<file path="config.mk">
export PLATFORM = sky130hd
export DESIGN_NAME = signnarrow_stream
export DESIGN_NICKNAME = d
export VERILOG_FILES = /design/src/rtl/signnarrow_stream.sv
export SDC_FILE = /design/constraint.sdc
export NUM_CORES = 1
export LEC_CHECK = 0
export BUFFER_PORTS_ARGS = -buffer_cell sky130_fd_sc_hd__buf_2
export CAP_MARGIN = 20
export CORE_MARGIN = 8
export CORE_UTILIZATION = 35
export CTS_BUF_LIST = sky130_fd_sc_hd__clkbuf_8
export CTS_CLUSTER_SIZE = 25
export DETAILED_ROUTE_END_ITERATION = 7
export PLACE_DENSITY = 0.69
export SKIP_CTS_REPAIR_TIMING = 1
export SKIP_LAST_GASP = 1
export SLEW_MARGIN = 20
export SYNTH_ARGS = -nofsm -noshare
export SYNTH_HDL_FRONTEND = slang
export SYNTH_SLANG_ARGS = --single-unit
</file>
<file path="constraint.sdc">
create_clock -name clk -period 1.58 [get_ports clk]
set_input_delay 0.158 -clock clk [delete_from_list [all_inputs] [get_ports clk]]
set_output_delay 0.158 -clock clk [all_outputs]
set_load 0.03 [all_outputs]
</file>
<file path="src/rtl/signnarrow_stream.sv">
// Streaming sign-narrowing stage with a 2-entry skid buffer and a saturating overflow counter.
// Define SIGNNARROW_SAT_EN to saturate out-of-range words instead of truncating them.
module signnarrow_stream #(
  parameter int IN    = 10,
  parameter int OUT   = 5,
  parameter int CNT_W = 8
) (
  input  logic             clk,
  input  logic             reset,
  input  logic             valid_i,
  input  logic [IN-1:0]    d_i,
  output logic             ready_o,
  output logic             valid_o,
  output logic [OUT-1:0]   d_o,
  output logic             ovf_o,
  input  logic             ready_i,
  input  logic             clear_i,
  output logic [CNT_W-1:0] ovf_count_o
);

  typedef enum logic [1:0] {S_EMPTY, S_ONE, S_TWO} state_t;

  state_t           r_state, w_state_next;
  logic [OUT-1:0]   r_main_d, r_skid_d;
  logic             r_main_ovf, r_skid_ovf;
  logic [CNT_W-1:0] r_count;

  logic [IN-OUT:0]  w_top;
  logic             w_ovf;
  logic [OUT-1:0]   w_narrow;
  logic             w_accept, w_pop;
  logic             w_load_main, w_main_from_skid, w_load_skid;

  // The word fits when every bit from the new sign position upward matches.
  assign w_top = d_i[IN-1:OUT-1];
  assign w_ovf = ~((&w_top) | ~(|w_top));

`ifdef SIGNNARROW_SAT_EN
  always_comb begin
    w_narrow = d_i[OUT-1:0];
    if (w_ovf)
      w_narrow = d_i[IN-1] ? {1'b1, {(OUT-1){1'b0}}} : {1'b0, {(OUT-1){1'b1}}};
  end
`else
  assign w_narrow = d_i[OUT-1:0];
`endif

  // ready_o is a function of state and reset only, so backpressure is registered.
  assign ready_o  = ~reset & (r_state != S_TWO);
  assign valid_o  = (r_state != S_EMPTY);
  assign w_accept = valid_i & ready_o;
  assign w_pop    = valid_o & ready_i;

  always_comb begin
    w_state_next     = r_state;
    w_load_main      = 1'b0;
    w_main_from_skid = 1'b0;
    w_load_skid      = 1'b0;
    case (r_state)
      S_EMPTY: begin
        if (w_accept) begin
          w_load_main  = 1'b1;
          w_state_next = S_ONE;
        end
      end
      S_ONE: begin
        if (w_accept && w_pop) begin
          w_load_main = 1'b1;
        end else if (w_accept) begin
          w_load_skid  = 1'b1;
          w_state_next = S_TWO;
        end else if (w_pop) begin
          w_state_next = S_EMPTY;
        end
      end
      S_TWO: begin
        if (w_pop) begin
          w_main_from_skid = 1'b1;
          w_state_next     = S_ONE;
        end
      end
      default: w_state_next = S_EMPTY;
    endcase
  end

  always_ff @(posedge clk) begin
    if (reset) r_state <= S_EMPTY;
    else       r_state <= w_state_next;
  end

  always_ff @(posedge clk) begin
    if (reset) begin
      r_main_d   <= '0;
      r_main_ovf <= 1'b0;
      r_skid_d   <= '0;
      r_skid_ovf <= 1'b0;
    end else begin
      if (w_load_main) begin
        r_main_d   <= w_narrow;
        r_main_ovf <= w_ovf;
      end else if (w_main_from_skid) begin
        r_main_d   <= r_skid_d;
        r_main_ovf <= r_skid_ovf;
      end
      if (w_load_skid) begin
        r_skid_d   <= w_narrow;
        r_skid_ovf <= w_ovf;
      end
    end
  end

  // Counts at accept time, so it is independent of when the word drains.
  always_ff @(posedge clk) begin
    if (reset || clear_i)
      r_count <= '0;
    else if (w_accept && w_ovf && (r_count != {CNT_W{1'b1}}))
      r_count <= r_count + {{(CNT_W-1){1'b0}}, 1'b1};
  end

  assign d_o         = r_main_d;
  assign ovf_o       = r_main_ovf;
  assign ovf_count_o = r_count;

endmodule

</file>
Yosys cells after proc, flatten, opt, wreduce, memory -nomap -nowiden
Cells that the tools add are included.
Widths: inputs -> output; s select.

operators by class
  equal/unequal tests = 8
  reduce and logical (&&, ||, !) cells = 10
  bitwise operators = 7
  $add $sub $neg = 1
  mux-type cells = 17

operators by type and width
  operator             count
  $mux 2               5
  $mux 5               2
  $add 8x1->8 const B  1
  $mux 1               8
  $ne 2x2->1 const B   4
  $ne 8x8->1 const B   1
  $pmux 2 s3           1
  $reduce_and 6->1     1
  $reduce_or 6->1      1
  $reduce_and 4->1     1
  $reduce_bool 2->1    2
  $and 1x1->1          3
  $logic_and 1x1->1    3
  $ne 3x3->1 const B   1
  $not 1->1            3
  $eq 2x1->1 const B   1
  $eq 2x2->1 const B   1
  $logic_not 2->1      1
  $pmux 1 s2           1
  $logic_or 1x1->1     1
  $or 1x1->1           1

word-level totals
  flip-flop bits (word level) = 22
  word-level logic and storage cells = 49
  output and inout bits = 16
  input bits = 15

Logic depth before layout (Yosys ltp)
  depth after elaboration = 7
  depth in mapped cells = 5
  gate-level depth less buffers = 5

Least setup slack after synthesis
No wires, ideal clock.

  path type = register to register
  from = register r_count[0] (netlist: ovf_count_o[0])
  to = register r_count[7] (netlist: ovf_count_o[7])
  library setup time = 118 ps
  required time = 1462 ps
  stages on the path, launching flop included = 6
  period minus slack after synthesis = 1703 ps
  path buffers = 0
  path slack = -123 ps
  data arrival time = 1585 ps
  cell sequence = dfxtp_1 > ha_1 > nand4_1 > nand4_1 > or4_4 > mux2i_1

between the ends
  word-level cells in the longest chain between the ends = 2
  elaborated cells on any way between the ends = 3
  classes of those cells = add/sub: 1; eq/ne: 1; reduce/logical: 1

ends and longest elaborated chain
  element                                                              RTL line  text
  start: declaration                                                   26        logic [CNT_W-1:0] r_count;
  start signal: assignment                                             117       r_count <= r_count + {{(CNT_W-1){1'b0}}, 1'b1};
  parallel branches: the longest is 2 deep, another holds $add 8x1->8  -

Several ways; the timed one is not identified.
A chain may end at the register's enable or synchronous reset.

Final worst setup path
Same ends and word-level chain as after synthesis.

==> metrics.txt <==
worst vdd ir a little under 0.6 mV; library cells used by synthesis 32; ANT nets after route 0; layout cells sized above 1 around a third; vias per cell 5.66; die height just over 70 µm; Syn Nets 138; number of global-route vias before repair around 1100; top-area cell type share of the netlist area 40.4%; Setup CP Type flop to flop; Setup Skew roughly 0.0012 ns; drt wl/cell about 15 µm; shortest period the worst path allows around 1.5 ns; Port Buffer Count 30; Max Cap Viol 0; DRC 0; top-count cell post-synth dfxtp_1; Total Die Area 0.00516 mm²; Design Area, Final approximately 0.0014 mm²; startpoint types flop; IO Pins 31; ys async rst share 0%; post-synthesis sequential element count 22; first-pass GRT wire length 4.65 mm; initial antenna violation count 0; gpl congestion around 0.85; largest net degree at the start of global routing 17; HP Class input pin to flop; non-filler cells, final 191; P per Cell Area about 900 mW/mm²; CP endpoint kind flop; Bufs and invs on worst path 0; Crit path max-delay family simple AND/OR/NAND/NOR gates; total number of vias between 1000 and 1500; worst-path cell chain ha_4 -> nand4_1 -> nand4_1 -> or4_4 -> mux2i_1; DP HPWL ~2.1 mm; die width slightly above 70 µm; CTS sink cnt 22; Crit-path slowest cell or4_4; Fin. Hold Viols 0; crit-path max FO 5; setup TNS 0 ns; # setup viols final 0; dominant synthesized flop cell dfxtp_1; Yosys warnings 0; clk root buf clkbuf_8; total track usage around 11%; antenna cells 0; Slew headroom between 40 and 50%; Worst Tran Pin Value 0.764 ns; Layout area overhead 28.6%; # H-tree levels 1; fmax 0.665 GHz; Worst path max stage delay 0.50 ns; grt total ovfl 0; post-synth top area cell dfxtp_1; synthesized instance count 122; routed wire length ~2.8 mm; final worst path period share 95.2%; initial core utilization 36.3%; Pins Over Slew Limit 0; nets around 180; Req. time, crit path roughly 1.7 ns; Post-Place Cells approximately 190; TritonCTS clock tree yes; maximum clock path buffer count 2; status complete, no violations; row cnt 20; Mean Syn Cell Area 8.93 µm²; top cells by area, synth dfxtp_1 40%, mux2i_1 15%, nor2_1 5.9%, nand2_1 4.5%, a211oi_1 3.4%; Core ar. around 0.0030 mm²; clock latency at the later pin of the worst-skew pair around 0.26 ns; DRT Pass-1 Iters 4; RSZ-0062 raised after global routing yes; clock slew at reported path FFs ~0.08 ns; cts bufs inserted 3; Area after DPL 0.00131 mm²; number of synthesized flops with an enable pin 0; leakage 0.693 nW; Crit path arrival time roughly 1.7 ns; Synth top cells by count 22 x dfxtp_1, 17 x nor2_1, 16 x mux2i_1; DRT iter0 DRCs 70; crit-path most repeated cell nand4_1; Mapped Area 0.00109 mm²; sequential area share after synthesis 40.4%
## flip-flops by register name, summed over array words and instances (netlist names)
name and cells:
d_o 5, r_skid_d 5, ovf_count_o 8, ovf_o 1, r_state 2, r_skid_ovf 1
## power by group
group          internal [mW]  switching [mW]
clock network          0.338           0.187
logic                 0.0675           0.102
registers              0.571          0.0124
total                  0.977           0.301
## cell families (layout without fill, tap and decap cells)
group	after synthesis	count (layout)	share of synthesized area [%]
adders and majority gates	1	1	1.15
muxes	16	16	14.7
DFF	22	22	40.4
AOI/OAI and AO/OA	20	20	14.8
buffers and inverters	3	39	1.15
and+or+nand+nor	60	60	27.8
## final cells by class
| type | count | area, µm² |
|---|---|---|
| fillers | 305 | 1600 |
| multi-input cells | 97 | 652 |
| flip-flops and latches | 22 | 449 |
| repair buffers | 35 | 188 |
| clock buffers | 3 | 41.3 |
| well taps | 33 | 41.3 |
| clock inverters | 1 | 30.0 |
## placed cells by master (no fill, tap or decap), types with 2 or more instances in the layout
master    Yosys  routed
nand2b_1      2       2
nand4_1       4       4
a31oi_1       2       2
or2_2         2       2
or3_1         4       4
clkbuf_8      0       3
a21oi_1       4       4
buf_2         1      30
dfxtp_2       0       4
a211oi_1      5       5
buf_4         0       5
dfxtp_1      22      17
nand3_1       5       5
mux2i_1      16      16
nor2_1       17      17
nor2b_1       4       3
nand2_1      13      13
and3_1        3       3
## metal layers
metal | share of wire [%] | routed length [µm] | track usage (%) | up-vias
met5 | 0 | 0 | 0 | -
met4 | 0.68 | 19 | 1.36 | 0
met3 | 9.8 | 272 | 5.58 | 4
met2 | 49 | 1370 | 19.1 | 44
met1 | 40 | 1120 | 12.2 | 511
li1 | - | - | - | 523
## worst reg2reg max path, delay by kind of cell, from the launching register on
kind                       cells  cell delay (ns)
muxes                          1             0.13
and+or+nand+nor                3             0.73
DFF                            1             0.37
adders and majority gates      1             0.17
## final timing paths
check                           slack (ns)              to  cells after the start      startpoint
worst min register to register        0.50     r_skid_d[0]                      2     r_skid_d[0]
worst max-delay path                  0.08  ovf_count_o[7]                      5  ovf_count_o[0]
worst min-delay path                  0.13      r_state[1]                      2         ready_i
worst max register to register        0.08  ovf_count_o[7]                      5  ovf_count_o[0]
## per-stage QoR
stage               util [%]  hold WS, ns  setup WS, ns  power [mW]
finish                  46.7        0.127        0.0751        1.28
global route            46.7        0.137      -0.00716        1.34
CTS                     45.9        0.120       -0.0103        1.29
detailed placement      43.5        0.408       -0.0146       0.766
global placement        43.5        0.402        0.0678       0.759
floorplan                  -        0.237       0.00619       0.703
No activity file was read; power rests on OpenSTA's default activity.
